<file path="config.mk">
export PLATFORM = sky130hd
export DESIGN_NAME = multicycle_ctrl
export DESIGN_NICKNAME = d
export VERILOG_FILES = /design/src/rtl/multicycle_ctrl.sv
export SDC_FILE = /design/constraint.sdc
export NUM_CORES = 1
export LEC_CHECK = 0
export CORE_MARGIN = 2
export CORE_UTILIZATION = 47
export CTS_BUF_LIST = sky130_fd_sc_hd__clkbuf_16
export CTS_CLUSTER_DIAMETER = 100
export DETAILED_ROUTE_END_ITERATION = 16
export PLACE_DENSITY = 0.87
export SLEW_MARGIN = 20
export SYNTH_ARGS = -nofsm -noshare
export SYNTH_HDL_FRONTEND = slang
export SYNTH_SLANG_ARGS = --single-unit
</file>
<file path="constraint.sdc">
create_clock -name clk -period 4.15 [get_ports clk]
set_clock_uncertainty 0.1 [all_clocks]
set_input_delay 0.6225 -clock clk [delete_from_list [all_inputs] [get_ports clk]]
set_output_delay 0.6225 -clock clk [all_outputs]
set_load 0.1 [all_outputs]
</file>
<file path="src/rtl/multicycle_ctrl.sv">
// multicycle_ctrl: control unit for the multi-cycle CPU datapath.
//
// Latches each instruction into an instruction register during FETCH, decodes it
// into the datapath control bus and sequences it through
// FETCH -> DECODE -> EXECUTE -> (MEM) -> (WB) -> FETCH, handshaking with data memory via mem_ready.
//
// Optional feature macro: CTRL_HALT_EN. When defined, opcode 5'h1F parks the FSM in HALT
// (no en_exe_pulse, no retire) until reset. When undefined, 5'h1F is an ordinary NOP.
//
// Ports:
//   clk            in   system clock, rising edge
//   reset          in   asynchronous active-low reset
//   instruction    in   [31:0] instruction memory read data
//   flag           in   [1:0]  ALU flags, sampled into status during EXECUTE
//   mem_ready      in   data memory completed the current access (only looked at in MEM)
//   opcode         out  [4:0]  ir[31:27]
//   Rd, Rs, Rt     out  [3:0]  ir[26:23], ir[22:19], ir[18:15]
//   imm_ext        out  [31:0] sign-extended ir[IMM_W-1:0]
//   in2_muxcontrol out  1 = register operand (R-type), 0 = immediate
//   wv_muxcontrol  out  1 = write back read_data (LW in WB), 0 = alu_result
//   en_exe_pulse   out  one-cycle execute strobe, advances the PC
//   regwrite       out  register file write strobe
//   mem_read       out  data memory read request
//   mem_write      out  data memory write request
//   state          out  [2:0] FSM state encoding
//   retired        out  [CNT_W-1:0] completed instruction count (wraps)
//   status         out  [1:0] flag captured during EXECUTE
module multicycle_ctrl #(
  parameter int unsigned IMM_W = 15,
  parameter int unsigned CNT_W = 32
) (
  input  logic             clk,
  input  logic             reset,
  input  logic [31:0]      instruction,
  input  logic [1:0]       flag,
  input  logic             mem_ready,
  output logic [4:0]       opcode,
  output logic [3:0]       Rd,
  output logic [3:0]       Rs,
  output logic [3:0]       Rt,
  output logic [31:0]      imm_ext,
  output logic             in2_muxcontrol,
  output logic             wv_muxcontrol,
  output logic             en_exe_pulse,
  output logic             regwrite,
  output logic             mem_read,
  output logic             mem_write,
  output logic [2:0]       state,
  output logic [CNT_W-1:0] retired,
  output logic [1:0]       status
);

  typedef enum logic [2:0] {
    StFetch   = 3'd0,
    StDecode  = 3'd1,
    StExecute = 3'd2,
    StMem     = 3'd3,
    StWb      = 3'd4,
    StHalt    = 3'd5
  } state_e;

  localparam logic [4:0] OpSlt  = 5'h05;  // R-type opcodes are 5'h00..5'h05
  localparam logic [4:0] OpAddi = 5'h08;
  localparam logic [4:0] OpAndi = 5'h09;
  localparam logic [4:0] OpOri  = 5'h0A;
  localparam logic [4:0] OpLw   = 5'h10;
  localparam logic [4:0] OpSw   = 5'h11;
`ifdef CTRL_HALT_EN
  localparam logic [4:0] OpHalt = 5'h1F;
`endif

  localparam logic [CNT_W-1:0] CntOne = {{(CNT_W-1){1'b0}}, 1'b1};

  state_e           state_q, state_d;
  logic [31:0]      ir_q, ir_d;
  logic             in2_q, in2_d;
  logic [1:0]       status_q, status_d;
  logic [CNT_W-1:0] retired_q, retired_d;

  logic [4:0] op;
  logic       is_alu, is_lw, is_sw, halt_op, rd_nz;

  assign op     = ir_q[31:27];
  assign is_alu = (op <= OpSlt) || (op == OpAddi) || (op == OpAndi) || (op == OpOri);
  assign is_lw  = (op == OpLw);
  assign is_sw  = (op == OpSw);
  assign rd_nz  = (ir_q[26:23] != 4'd0);
`ifdef CTRL_HALT_EN
  assign halt_op = (op == OpHalt);
`else
  assign halt_op = 1'b0;
`endif

  always_ff @(posedge clk or negedge reset) begin
    if (!reset) begin
      state_q   <= StFetch;
      ir_q      <= '0;
      in2_q     <= 1'b0;
      status_q  <= '0;
      retired_q <= '0;
    end else begin
      state_q   <= state_d;
      ir_q      <= ir_d;
      in2_q     <= in2_d;
      status_q  <= status_d;
      retired_q <= retired_d;
    end
  end

  always_comb begin
    state_d   = state_q;
    ir_d      = ir_q;
    in2_d     = in2_q;
    status_d  = status_q;
    retired_d = retired_q;
    unique case (state_q)
      StFetch: begin
        ir_d    = instruction;
        // Operand select is registered alongside the IR so it reads 0 out of reset.
        in2_d   = (instruction[31:27] <= OpSlt);
        state_d = StDecode;
      end
      StDecode: state_d = StExecute;
      StExecute: begin
        status_d = flag;
        if (halt_op) begin
          state_d = StHalt;
        end else if (is_lw || is_sw) begin
          state_d = StMem;
        end else if (is_alu && rd_nz) begin
          state_d = StWb;
        end else begin
          // Branch/JMP/NOP, and ALU ops targeting read-only r0, retire here.
          state_d = StFetch;
        end
      end
      StMem: begin
        if (mem_ready) state_d = is_lw ? StWb : StFetch;
      end
      StWb: state_d = StFetch;
`ifdef CTRL_HALT_EN
      StHalt: state_d = StHalt;
`endif
      default: state_d = StFetch;
    endcase
    if ((state_d == StFetch) &&
        ((state_q == StExecute) || (state_q == StMem) || (state_q == StWb))) begin
      retired_d = retired_q + CntOne;
    end
  end

  // All outputs derive from registered state only.
  assign opcode         = op;
  assign Rd             = ir_q[26:23];
  assign Rs             = ir_q[22:19];
  assign Rt             = ir_q[18:15];
  assign imm_ext        = {{(32-IMM_W){ir_q[IMM_W-1]}}, ir_q[IMM_W-1:0]};
  assign in2_muxcontrol = in2_q;
  assign wv_muxcontrol  = (state_q == StWb) && is_lw;
  assign en_exe_pulse   = (state_q == StExecute) && !halt_op;
  assign regwrite       = (state_q == StWb);
  assign mem_read       = (state_q == StMem) && is_lw;
  assign mem_write      = (state_q == StMem) && is_sw;
  assign state          = state_q;
  assign retired        = retired_q;
  assign status         = status_q;

endmodule
</file>
# == After elaboration in Yosys (flattened, before gate mapping) ==
# Cells that the tools add are included.
# op_classes
order_cmp,2
eq_ne,9
n_mux,5
add_sub_neg,1
n_reduce_logical,14
# ops
cell,count
$add A32 B1 Y32 const B,1
$eq A5 B4 Y1 const B,3
$mux W3,4
$pmux W3 S4,1
$eq A5 B5 Y1 const B,2
$le A5 B3 Y1 const B,2
$eq A3 B2 Y1 const B,2
$logic_not A3 Y1,2
$logic_or A1 B1 Y1,6
$logic_and A1 B1 Y1,5
$reduce_bool A4 Y1,1
$eq A3 B1 Y1 const B,1
$eq A3 B3 Y1 const B,1
# word_totals
in_bits,37
wordCells,36
reg_bits,70

# == Depth between registers and ports, before layout ==
# depth
depth_word,10
ltp_mapped,7
depth_no_buf,6

# == Worst setup path before layout ==
# Ideal clock, no wire load.
# synth_timing
path_kind,register to output
startpoint,register ir_q[31]
endpoint,output mem_read
stages_incl_launch_ff,4
required_ps,3428
arrival_time_ps,3627
slack_ps,-199
cell_sequence,dfrtp_1 or4b_1 buf_2 nor3_1
# synth_via
elab_chain_len,2
# synth_lines
item,line,text
from (decl),75,"logic [31:0] ir_q, ir_d;"
from (signal assigned),103,ir_q <= ir_d;
$eq A5 B5 Y1,85,assign is_lw = (op == OpLw);
$logic_and A1 B1 Y1,162,assign mem_read = (state_q == StMem) && is_lw;
to (decl),46,"output logic mem_read,"
# No other way between the ends.

# == Worst setup path in the final report ==
# layout_timing
startpoint,register state_q[1] (netlist: state[1])
endpoint,output en_exe_pulse
# layout_via
elab_chain_len,1
# layout_lines
item,line,text
from (decl),74,"state_e state_q, state_d;"
from (signal assigned),96,state_q <= StFetch;
from (signal assigned),102,state_q <= state_d;
$eq A3 B2 Y1,160,assign en_exe_pulse = (state_q == StExecute) && !halt_op;
to (decl),44,"output logic en_exe_pulse,"
# No other way between the ends.

==> impl_metrics.tcl <==
set metrics [dict create \
    cpMaxStageDelayCell "clkdlybuf4s50_1" \
    timing_hold_violations_final 0 \
    post-cts-setup-buffers 0 \
    path_buf_inv 1 \
    syn_nets 307 \
    slew_headroom_pct 33.4 \
    initial_core_util_pct 48.7 \
    cp.arrival_ps 2440 \
    hp-class "in -> async" \
    multiInputGateArea_um2 1310 \
    synthAdderAreaFrac_pct 0.379 \
    crit_type "reg -> out" \
    root_buffer "clkbuf_16" \
    final_layout_size_suffix_gt1_share_pct 18.6 \
    ant_nets 0 \
    synthCells 269 \
    grt_max_degree 37 \
    syn_area_um2 3310 \
    diodes 0 \
    met3_usage_pct 3.49 \
    worst_pin_slew_ps 996 \
    max_stage_delay_ps 1200 \
    rrSetupSlack_ps 1780 \
    slew_viol_final 0 \
    antenna_found_initial 0 \
    synth-xor-area-share_pct 8.21 \
    io_buffers 128 \
    cts_hold_buf 0 \
    routed_wl_um 7240 \
    insertion_delay_ps 320 \
    r2r_cells 4 \
    yosys_warnings 0 \
    crit_fanout 10 \
    die_w_um 87.9 \
    crit_end "en_exe_pulse" \
    via_per_inst 4.96 \
    cts.clk_slew.worst_paths_ps 50 \
    grt_pass1_vias 2365 \
    cts_tree "built" \
    critical_path_depth 2 \
    die_height_um 87.9 \
    routedWlPerCell_um 15.0 \
    fillers 504 \
    met1_usage_pct 25.0 \
    synth_simple_gate_area_share_pct 17.0 \
    fmax_ghz 0.316 \
    cts_resized 0 \
    core_um2 6790 \
    reg2reg_to "retired[1]" \
    rows 30 \
    worstSetupStartpoint "state[1]" \
    crit_family "buffers and inverters" \
    num_vias 2399 \
    initialDrtViolationCount 90 \
    cts_num_sinks 70 \
    synth_compound_area_share_pct 2.31 \
    ios 129 \
    use_met2_pct 32.4 \
    status "finished clean" \
    muxShareOfSynthArea_pct 11.6 \
    setup_viol 0 \
    layout.nets 421 \
    synth_edf_count 0 \
    grtUsageTotal_pct 19.4 \
    overflow 0 \
    routabilityCongestion 0.828 \
    fin_crit_ps 3170 \
    final_core_util_pct 70.1 \
    critPathLaunchType "flop" \
    ys_types 40 \
    ys_async_sr_fraction_pct 100 \
    dr.pass1.iters 4 \
    fin_crit_sh_pct 76.3 \
    cp_cell_sequence "nor3b_4 -> clkdlybuf4s50_1" \
    ys.flop_type "dfrtp_1" \
    cts_buffer_depth 2 \
    grt_setup_unrepaired "false" \
    drc_errors 0 \
    area_growth_pct 44.2 \
    syn_avg_cell_area_um2 12.3 \
    ys_seq_elements 70 \
    yosysSeqAreaShare_pct 53.0 \
    grt.busiest_layer "met2" \
    rr_startpoint "ir_q[30]" \
    htree_levels 3 \
    die_area_um2 7720 \
    post-dp-hpwl_um 5330 \
    grt_first_pass_wirelength_um 11500 \
    ff_latch_area_um2 1750 \
    synth_top_family_by_area "simple AND/OR/NAND/NOR gates" \
    end_kind "primary output" \
    max_cap_viol_count 0 \
    numCtsBuffers 9 \
    cp_data_required_time_ps 3430 \
]
cell families (layout without fill, tap and decap cells):
family,count (synthesis),count (layout)
DFF,70,70
and+or+nand+nor,85,85
xor gates and xnor gates,31,31
AOI/OAI and AO/OA,11,11
muxes,34,34
adders and majority gates,1,1
buffers and inverters,37,156
final cells by class:
cell class,count,area share [%]
flip-flops and latches,70,36.8
multi-input cells,162,27.5
repair buffers,130,26.9
clock buffers,9,4.73
well taps,96,2.52
inverters,10,0.788
clock inverters,7,0.735
cell usage after synthesis, types with 3 or more instances:
master    count  area [um2]
mux2_2       33         372
nor4_2        5        62.6
nor3_1       14        70.1
a21oi_1       4        20.0
nand3_1      12        60.1
nand2_1      18        67.6
clkbuf_1      3        11.3
xor2_1       23         201
buf_4        18         135
nor3_2        7        70.1
nand4_1       3        18.8
nor2_1       11        41.3
xnor2_1       8        70.1
dfrtp_1      70        1750
inv_1        10        37.5
registers in the layout (all words and copies together) (netlist names):
| register | flops |
|---|---|
| ir_q | 32 |
| retired | 32 |
| state | 3 |
| status | 2 |
| in2_muxcontrol | 1 |
layer usage:
| metal | vias up | wire length [um] |
|---|---|---|
| met4 | 0 | 95 |
| met1 | 1170 | 3120 |
| li1 | 1139 | - |
| met3 | 8 | 436 |
| met5 | - | 0 |
| met2 | 82 | 3590 |
per-stage QoR:
| stage | area [um2] | worst slack (ps) | TNS (ps) | instances | hold slack [ps] |
|---|---|---|---|---|---|
| 2_1_floorplan | 3310 | -199 | -398 | 269 | 227 |
| 3_3_place_gp | 4510 | 1380 | 0 | 468 | 361 |
| 3_5_place_dp | 4510 | 1330 | 0 | 468 | 363 |
| 4_1_cts | 4770 | 969 | 0 | 484 | 300 |
| 5_1_grt | 4770 | 896 | 0 | 484 | 334 |
| 6_report | 4770 | 984 | 0 | 484 | 269 |
cells in the final DEF (no fill, tap or decap), drive strengths merged, types with 2 or more instances in the layout:
master	count
clkdlybuf4s50	124
dfrtp	70
mux2	34
xor2	23
nor3	21
nand2	18
inv	13
nand3	13
nor2	11
clkbuf	9
xnor2	8
nor4	8
buf	6
a21oi	4
nand4	4
clkinv	4
nand3b	2
o21ai	2
nor3b	2
or3	2
worst min path at each step:
stage               slack [ps]        start              to  cells after the start
global route               330        reset        ir_q[26]                      1
detailed placement         360  retired[31]     retired[31]                      1
floorplan                  230        reset  in2_muxcontrol                      0
CTS                        300        reset        ir_q[25]                      1
finish                     270        reset        ir_q[25]                      1
global placement           360  retired[31]     retired[31]                      1
Power is not shown: default switching activity piles up to over one toggle a cycle in this logic, so the estimate is an artifact.
